**src/rtl/elevator_ctrl_n.sv**
```systemverilog
`default_nettype none
// ============================================================================
// Module   : elevator_ctrl_n
// Purpose  : Single-car collective elevator controller with request lamps.
//            Define DOOR_HOLD_EN to add the door_hold input.
// Revision : 1.0
// ============================================================================
module elevator_ctrl_n #(
  parameter int NUM_FLOORS    = 4,
  parameter int TRAVEL_CYCLES = 13,
  parameter int DOOR_CYCLES   = 6,
  localparam int FW = ($clog2(NUM_FLOORS) > 1) ? $clog2(NUM_FLOORS) : 1
) (
  input  logic                  clk,
  input  logic                  rst_n,
`ifdef DOOR_HOLD_EN
  input  logic                  door_hold,
`endif
  input  logic [NUM_FLOORS-1:0] hall_up,
  input  logic [NUM_FLOORS-1:0] hall_dn,
  input  logic [NUM_FLOORS-1:0] car_call,
  output logic [NUM_FLOORS-1:0] up_led,
  output logic [NUM_FLOORS-1:0] dn_led,
  output logic [NUM_FLOORS-1:0] car_led,
  output logic                  opened,
  output logic [1:0]            direction,
  output logic [FW-1:0]         floor
);

  typedef enum logic [1:0] {
    S_IDLE    = 2'd0,
    S_MOVE_UP = 2'd1,
    S_MOVE_DN = 2'd2,
    S_OPEN    = 2'd3
  } state_t;

  localparam logic [NUM_FLOORS-1:0] c_up_valid    = {1'b0, {(NUM_FLOORS-1){1'b1}}};
  localparam logic [NUM_FLOORS-1:0] c_dn_valid    = {{(NUM_FLOORS-1){1'b1}}, 1'b0};
  localparam logic [NUM_FLOORS-1:0] c_one         = {{(NUM_FLOORS-1){1'b0}}, 1'b1};
  localparam logic [7:0]            c_travel_last = 8'(TRAVEL_CYCLES - 1);
  localparam logic [7:0]            c_door_last   = 8'(DOOR_CYCLES - 1);

  state_t     r_state;
  logic       r_dir_up;
  logic [7:0] r_tcnt;
  logic [7:0] r_dcnt;

  function automatic logic any_beyond(input logic [NUM_FLOORS-1:0] m,
                                      input logic [FW-1:0] f, input logic up);
    logic r;
    r = 1'b0;
    for (int i = 0; i < NUM_FLOORS; i++)
      if (up ? (i > int'(f)) : (i < int'(f))) r = r | m[i];
    return r;
  endfunction

  logic                  w_hold;
  logic [NUM_FLOORS-1:0] w_hup, w_hdn, w_press, w_pend, w_here, w_open_oh;
  logic [NUM_FLOORS-1:0] w_set_car, w_set_up, w_set_dn;
  logic [NUM_FLOORS-1:0] w_clr_car, w_clr_up, w_clr_dn;
  logic                  w_moving, w_arrive, w_stop, w_idle_open, w_enter_open;
  logic                  w_open_ahead, w_above_here, w_below_here, w_ahead_here;
  logic                  w_any_else, w_go_up;
  logic [FW-1:0]         w_next_floor, w_open_floor;

`ifdef DOOR_HOLD_EN
  assign w_hold = door_hold;
`else
  assign w_hold = 1'b0;
`endif

  assign w_hup    = hall_up & c_up_valid;
  assign w_hdn    = hall_dn & c_dn_valid;
  assign w_press  = car_call | w_hup | w_hdn;
  assign w_pend   = car_led | up_led | dn_led;
  assign w_here   = c_one << floor;

  assign w_moving     = (r_state == S_MOVE_UP) || (r_state == S_MOVE_DN);
  assign w_arrive     = w_moving && (r_tcnt == c_travel_last);
  assign w_next_floor = (r_state == S_MOVE_UP) ? floor + FW'(1) : floor - FW'(1);
  // End floors always stop because nothing can be pending beyond them.
  assign w_stop       = car_led[w_next_floor] |
                        (r_dir_up ? up_led[w_next_floor] : dn_led[w_next_floor]) |
                        ~any_beyond(w_pend, w_next_floor, r_dir_up);
  assign w_idle_open  = (r_state == S_IDLE) && (w_pend[floor] | w_press[floor]);
  assign w_enter_open = w_idle_open | (w_arrive & w_stop);
  assign w_open_floor = w_idle_open ? floor : w_next_floor;
  assign w_open_oh    = c_one << w_open_floor;
  assign w_open_ahead = any_beyond(w_pend, w_open_floor, r_dir_up);

  assign w_clr_car = w_enter_open ? w_open_oh : '0;
  assign w_clr_up  = (w_enter_open && (r_dir_up || !w_open_ahead)) ? w_open_oh : '0;
  assign w_clr_dn  = (w_enter_open && (!r_dir_up || !w_open_ahead)) ? w_open_oh : '0;

  assign w_above_here = any_beyond(w_pend, floor, 1'b1);
  assign w_below_here = any_beyond(w_pend, floor, 1'b0);
  assign w_ahead_here = r_dir_up ? w_above_here : w_below_here;
  assign w_any_else   = w_above_here | w_below_here;
  assign w_go_up      = (r_state == S_IDLE) ? w_above_here
                                            : (w_ahead_here ? r_dir_up : ~r_dir_up);

  always_comb begin
    w_set_car = car_call;
    w_set_up  = w_hup;
    w_set_dn  = w_hdn;
    case (r_state)
      S_IDLE: begin
        w_set_car = car_call & ~w_here;
        w_set_up  = w_hup & ~w_here;
        w_set_dn  = w_hdn & ~w_here;
      end
      S_OPEN: begin
        // The opposite-direction hall call at this floor still needs service later.
        w_set_car = car_call & ~w_here;
        if (r_dir_up) w_set_up = w_hup & ~w_here;
        else          w_set_dn = w_hdn & ~w_here;
      end
      default: ;
    endcase
  end

  always_ff @(posedge clk) begin
    if (!rst_n) begin
      r_state   <= S_IDLE;
      r_dir_up  <= 1'b1;
      r_tcnt    <= 8'd0;
      r_dcnt    <= 8'd0;
      floor     <= '0;
      up_led    <= '0;
      dn_led    <= '0;
      car_led   <= '0;
      opened    <= 1'b0;
      direction <= 2'b00;
    end else begin
      car_led <= (car_led | w_set_car) & ~w_clr_car;
      up_led  <= (up_led  | w_set_up)  & ~w_clr_up;
      dn_led  <= (dn_led  | w_set_dn)  & ~w_clr_dn;
      r_tcnt  <= (w_moving && !w_arrive) ? r_tcnt + 8'd1 : 8'd0;
      if (w_arrive) floor <= w_next_floor;

      if (w_enter_open) begin
        r_state   <= S_OPEN;
        opened    <= 1'b1;
        direction <= 2'b00;
        r_dcnt    <= 8'd0;
        if (!w_open_ahead) r_dir_up <= ~r_dir_up;
      end else begin
        case (r_state)
          S_IDLE: begin
            if (w_any_else) begin
              r_dir_up  <= w_go_up;
              r_state   <= w_go_up ? S_MOVE_UP : S_MOVE_DN;
              direction <= w_go_up ? 2'b10 : 2'b01;
            end
          end
          S_OPEN: begin
            if (w_hold) begin
              r_dcnt <= 8'd0;
            end else if (r_dcnt != c_door_last) begin
              r_dcnt <= r_dcnt + 8'd1;
            end else begin
              r_dcnt <= 8'd0;
              opened <= 1'b0;
              if (w_any_else) begin
                r_dir_up  <= w_go_up;
                r_state   <= w_go_up ? S_MOVE_UP : S_MOVE_DN;
                direction <= w_go_up ? 2'b10 : 2'b01;
              end else begin
                r_state   <= S_IDLE;
                direction <= 2'b00;
              end
            end
          end
          default: ;
        endcase
      end
    end
  end

endmodule
`default_nettype wire
```
**config.mk**
```make
export PLATFORM = sky130hd
export DESIGN_NAME = elevator_ctrl_n
export DESIGN_NICKNAME = d
export VERILOG_FILES = /design/src/rtl/elevator_ctrl_n.sv
export SDC_FILE = /design/constraint.sdc
export NUM_CORES = 1
export LEC_CHECK = 0
export BUFFER_PORTS_ARGS = -buffer_cell sky130_fd_sc_hd__buf_2
export CORE_ASPECT_RATIO = 0.6
export CORE_MARGIN = 2
export CORE_UTILIZATION = 50
export DETAILED_ROUTE_END_ITERATION = 8
export PLACE_DENSITY = 0.72
export SYNTH_ARGS = -nofsm -noshare
export SYNTH_HDL_FRONTEND = slang
export SYNTH_SLANG_ARGS = --single-unit
```
**constraint.sdc**
```tcl
create_clock -name clk -period 4.5 [get_ports clk]
set_clock_uncertainty 0.1 [all_clocks]
set_input_delay 0.9 -clock clk [delete_from_list [all_inputs] [get_ports clk]]
set_output_delay 0.9 -clock clk [all_outputs]
set_load 0.01 [all_outputs]
```
# --- Yosys cells after proc, flatten, opt, wreduce, memory -nomap -nowiden ---
# Cells that the tools add are included.
word_totals:
  register_bits: 36
  word_cells: 171
op_classes:
  n_addsub: 4
  order_cmp: 20
  n_eq_ne: 11
  n_shift: 2
  muxes: 66
  bitwise_logic: 36
  n_reduce_logical: 22
ops:
  columns: ["operator", "n"]
  rows:
  - ["1-bit two-way mux", 38]
  - ["4-bit two-way mux", 6]
  - ["4-bit OR", 6]
  - ["2-bit two-way mux", 11]
  - ["4-bit bitwise AND", 5]
  - ["8-bit by 1-bit adder with 8-bit output, second input constant", 2]
  - ["4-bit inverter", 4]
  - ["4-bit one-hot mux with 2 select lines", 2]
  - ["1-bit OR", 15]
  - ["2-bit greater-than comparator, first input constant", 6]
  - ["1-bit by 2-bit < comparator with 1-bit output, first input constant", 6]
  - ["1-bit binary-select mux with 2-bit select", 5]
  - ["3-bit AND reduction", 3]
  - ["8-bit by 4-bit == test with 1-bit output, second input constant", 1]
  - ["8-bit two-way mux", 1]
  - ["2-bit inequality test, second input constant", 4]
  - ["8-bit by 3-bit inequality test with 1-bit output, second input constant", 1]
  - ["2-bit one-hot mux with 2 select lines", 2]
  - ["1-bit by 2-bit left shift with 4-bit output, first input constant", 2]
  - ["1-bit by 2-bit greater-than comparator with 1-bit output, first input constant", 3]
  - ["2-bit < comparator, first input constant", 3]
  - ["2-bit by 3-bit < comparator with 1-bit output, second input constant", 2]
  - ["3-bit inequality test, second input constant", 2]
  - ["1-bit logical AND", 5]
  - ["16 further kinds", 26]

# --- Longest topological paths before layout ---
depth:
  ltp_word: 22
  mapped_depth: 10
  mapped_depth_nobuf: 8

# --- Worst setup path after synthesis ---
# Ideal clock, no wire load.
synth_timing:
  path_kind: "reg-to-reg"
  startpoint: "register floor[0]"
  endpoint: "register dn_led[1]"
  setup_time_ps: 144
  arrival_ps: 2859
  required_time_ps: 4256
  slack_ps: 1397
  path_stages_with_launch: 11
  synth_period_minus_slack_ps: 3103
  cell_sequence: "dfxtp_1 > buf_2 > clkinv_1 > ha_1 > xnor2_1 > a2111oi_0 > a311o_1 > a41oi_1 > nand2b_1 > buf_2 > a41oi_1"
synth_between:
  elab_chain_len: 20
synth_rtl:
  columns: ["element", "line", "source"]
  rows:
  - ["start: declaration", "27", "output logic [FW-1:0] floor"]
  - ["start signal: assignment", "139", "if (w_arrive) floor <= w_next_floor;"]
  - ["branches (longest 19 deep; another with 2-bit by 1-bit subtractor with 2-bit output)", null, null]
  - ["4-bit bitwise AND (*)", "137", "dn_led <= (dn_led | w_set_dn) & ~w_clr_dn;"]
  - ["end signal: assignment", "137", null]
  - ["end: declaration", "23", "output logic [NUM_FLOORS-1:0] dn_led,"]
# Mark *: on every way between the ends. The select of a mux whose other input is x is not followed.
# A chain may end at the register's enable or synchronous reset.

# --- Final worst setup path ---
layout_timing:
  startpoint: "register floor[1]"
  endpoint: "register dn_led[1]"
# The elaborated chain is that of the path after synthesis.

==> reports/metrics.yaml <==
totalWireLength_mm: 6.398
antenna_left: 0
avgSynthCellArea_um2: 8.331
cp_slowest_cell: "nand2b_1"
drive_above_1_share_pct: 17.05
p_total_uw: 1661
r2r_end: "dn_led[1]"
final_max_slew_viol_count: 0
max_freq_ghz: 0.2900
final_nets: 331
p_per_area_mw_per_mm2: 636.9
h-tree-depth: 2
place.detailed.hpwl_mm: 4.751
numCtsBuffers: 5
cts_tree: "yes"
max_stage_delay_ps: 540
power.leakage_uw: 0.001058
required_ps: 4540
clock-sinks: 36
grt_pass1_vias: 1967
seqPwrFrac_pct: 28.4
period_share_pct: 76.63
grt_max_degree: 18
tightestPinTransition_ps: 663.7
startpoint: "floor[1]"
routedWlPerCell_um: 17.39
cp_data_arrival_time_ps: 3490
r2r-start: "floor[1]"
die_area_mm2: 0.005157
area_growth_pct: 13.82
critical-path-top-delay-family: "compound AO/OA/AOI/OAI gates"
grt_pass1_wl_mm: 10.29
setup_viol: 0
relSlewSlack_pct: 55.13
ys.flop_type: "dfxtp_1"
switchingPower_uw: 787.7
crit_path_start_kind: "flop"
synthTopCellsByArea: "dfxtp_1 31%, ha_1 7.1%, a21oi_1 5.5%"
cts_resized: 0
cp-end-kind: "flop"
die_h_um: 56.43
clock_power_share_pct: 17.9
synth_common_cells: "36 x dfxtp_1, 27 x nor2_1, 25 x a21oi_1"
syn_inst: 275
synth_fp_nets: 302
synth_top_cell_by_area: "dfxtp_1"
vdd_drop_max_mv: 0.3784
io_pins: 31
grt_usage_pct: 25.59
drtIter0Drc: 207
cts_hold_buf: 0
worst_r2r_path_depth: 9
dr.pass1.iters: 5
crit_buf_inv: 2
n_antenna_cell: 0
avgViaCountPerCell: 6.139
synth_warnings: 0
yosysMostFrequentCell: "dfxtp_1"
pwr-share-comb_pct: 53.6
fin_setup_tns_ps: 0
crit_chain: "buf_4, inv_1, ha_1, xnor2_1, a2111oi_0, a311o_1, a41oi_1, nand2b_1, a41oi_1"
maxCapViolations: 0
yosysSeqAreaShare_pct: 31.46
internal_power_uw: 872.9
worstSetupPathType: "reg -> reg"
synthArstFlopShare_pct: 0
reg2reg_slack_ps: 1050
crit_path_end: "dn_led[1]"
num_vias: 2259
portBuffers: 28
cp.depth: 9
globalplace.congestion: 0.9702
root_buffer: "clkbuf_8"
outcome: "finished, final reports clean"
netlist-cell-type-count: 58
clk_pin_slew_ps: 80
initial_core_util_pct: 50.99
yosysTopAreaCellShare_pct: 31.46
drc: 0
rsz0062_at_grt: "no"
synth_edf_count: 0
dieWidth_um: 91.39
antenna_found_initial: 0
finalHoldViolations: 0
ys_ff_latch: 36
period_needed_ps: 3448
n_fill_cell: 425
worstPathMaxFanout: 13
grt-ovfl-total: 0
rows: 19
hp-class: "reg -> reg"
syn_area_mm2: 0.002291
clk_path_buf_depth: 2
core_area_mm2: 0.004493
post-cts-setup-buffer-count: 0
crit_top_cell: "a41oi_1"
clock_latency_ps: 300
sw_frac_of_total_pct: 47.44
==> metrics by stage <==
stage | setup WS [ps] | cells | cell area, um2 | hold slack [ps] | utilization [%]
floorplan | 1397 | 275 | 2291 | 341.1 | -
CTS | 1161 | 368 | 2608 | 366.7 | 58.03
finish | 1052 | 368 | 2608 | 361.8 | 58.03
detailed placement | 1177 | 360 | 2496 | 356.2 | 55.56
global placement | 1227 | 360 | 2496 | 356.3 | 55.56
global route | 822.9 | 368 | 2608 | 398.8 | 58.03
==> placed cells by master (no fill, tap or decap), types with 3 or more instances in the layout <==
cell type  Yosys  layout
a211oi_1       3       3
a21boi_0       3       3
a21oi_1       25      25
a221oi_1       5       5
a31oi_1        3       3
a41oi_1        5       5
and3_1         3       3
buf_2          5      28
buf_4          0       4
clkbuf_8       0       5
dfxtp_1       36      36
ha_1          13      13
inv_1         18      18
mux2i_1        4       4
nand2_1       10      10
nand3_1        6       6
nand4_1        6       6
nor2_1        27      27
nor3_1        11      11
o211ai_1       4       4
o21a_1         7       7
o21ai_0       12      12
o22ai_1        3       3
or3_1          6       6
xnor2_1        7       7
xor2_1         9       9
==> per-layer routing <==
layer	global-route usage [%]	wire, um	share of wire (%)
met5	0	0	0
met4	4.762	32	0.50
met3	8.322	683	11
met2	32.77	2383	37
met1	40.75	3298	52
==> cell type report <==
type,count,area [um2],share of cell area [%]
Multi-Input combinational cell,210,1455,55.81
Sequential cell,36,720.7,27.64
Clock buffer,5,68.82,2.639
Inverter,19,71.32,2.735
Clock inverter,3,42.54,1.631
Tap cell,63,78.83,3.023
Timing Repair Buffer,32,170.2,6.526
==> worst register-to-register path: stages (launching register included) <==
cell and delay [ps]:
dfxtp_1 310, buf_4 170, inv_1 220, ha_1 320, xnor2_1 520, a2111oi_0 160, a311o_1 370, a41oi_1 370
nand2b_1 540, a41oi_1 210
==> state kept, by name, summed over array words and instances, names as in the netlist, 2 cells and up <==
signal     flops
r_dcnt         8
r_tcnt         8
car_led        4
dn_led         4
up_led         4
direction      2
floor          2
r_state        2
==> power groups by stage <==
| stage | registers, uW | clock network, uW | logic, uW |
|---|---|---|---|
| 2_1_floorplan | 463 | 0 | 627 |
| 3_3_place_gp | 473 | 0 | 851 |
| 3_5_place_dp | 476 | 0 | 861 |
| 4_1_cts | 468 | 297 | 868 |
| 5_1_grt | 481 | 313 | 967 |
| 6_report | 472 | 297 | 891 |
==> logic make-up (layout without fill, tap and decap cells) <==
logic type / count (synthesis) / after routing / share of synthesized area, %
compound gates: 94 / 94 / 30.20
xor+xnor: 16 / 16 / 6.117
fa+ha+maj: 13 / 13 / 7.100
buf+inv: 29 / 59 / 5.024
flops: 36 / 36 / 31.46
mux: 4 / 4 / 1.748
simple gates: 83 / 83 / 18.35
==> worst min path at each step <==
| stage | startpoint | endpoint | slack [ps] | cells after the start |
|---|---|---|---|---|
| after floorplan | r_tcnt[0] | r_tcnt[0] | 340 | 1 |
| after global placement | opened | opened | 360 | 2 |
| after detailed placement | opened | opened | 360 | 2 |
| after CTS | opened | opened | 370 | 2 |
| after global routing | opened | opened | 400 | 2 |
| final | opened | opened | 360 | 2 |
Power figures use the tool's default switching activity.
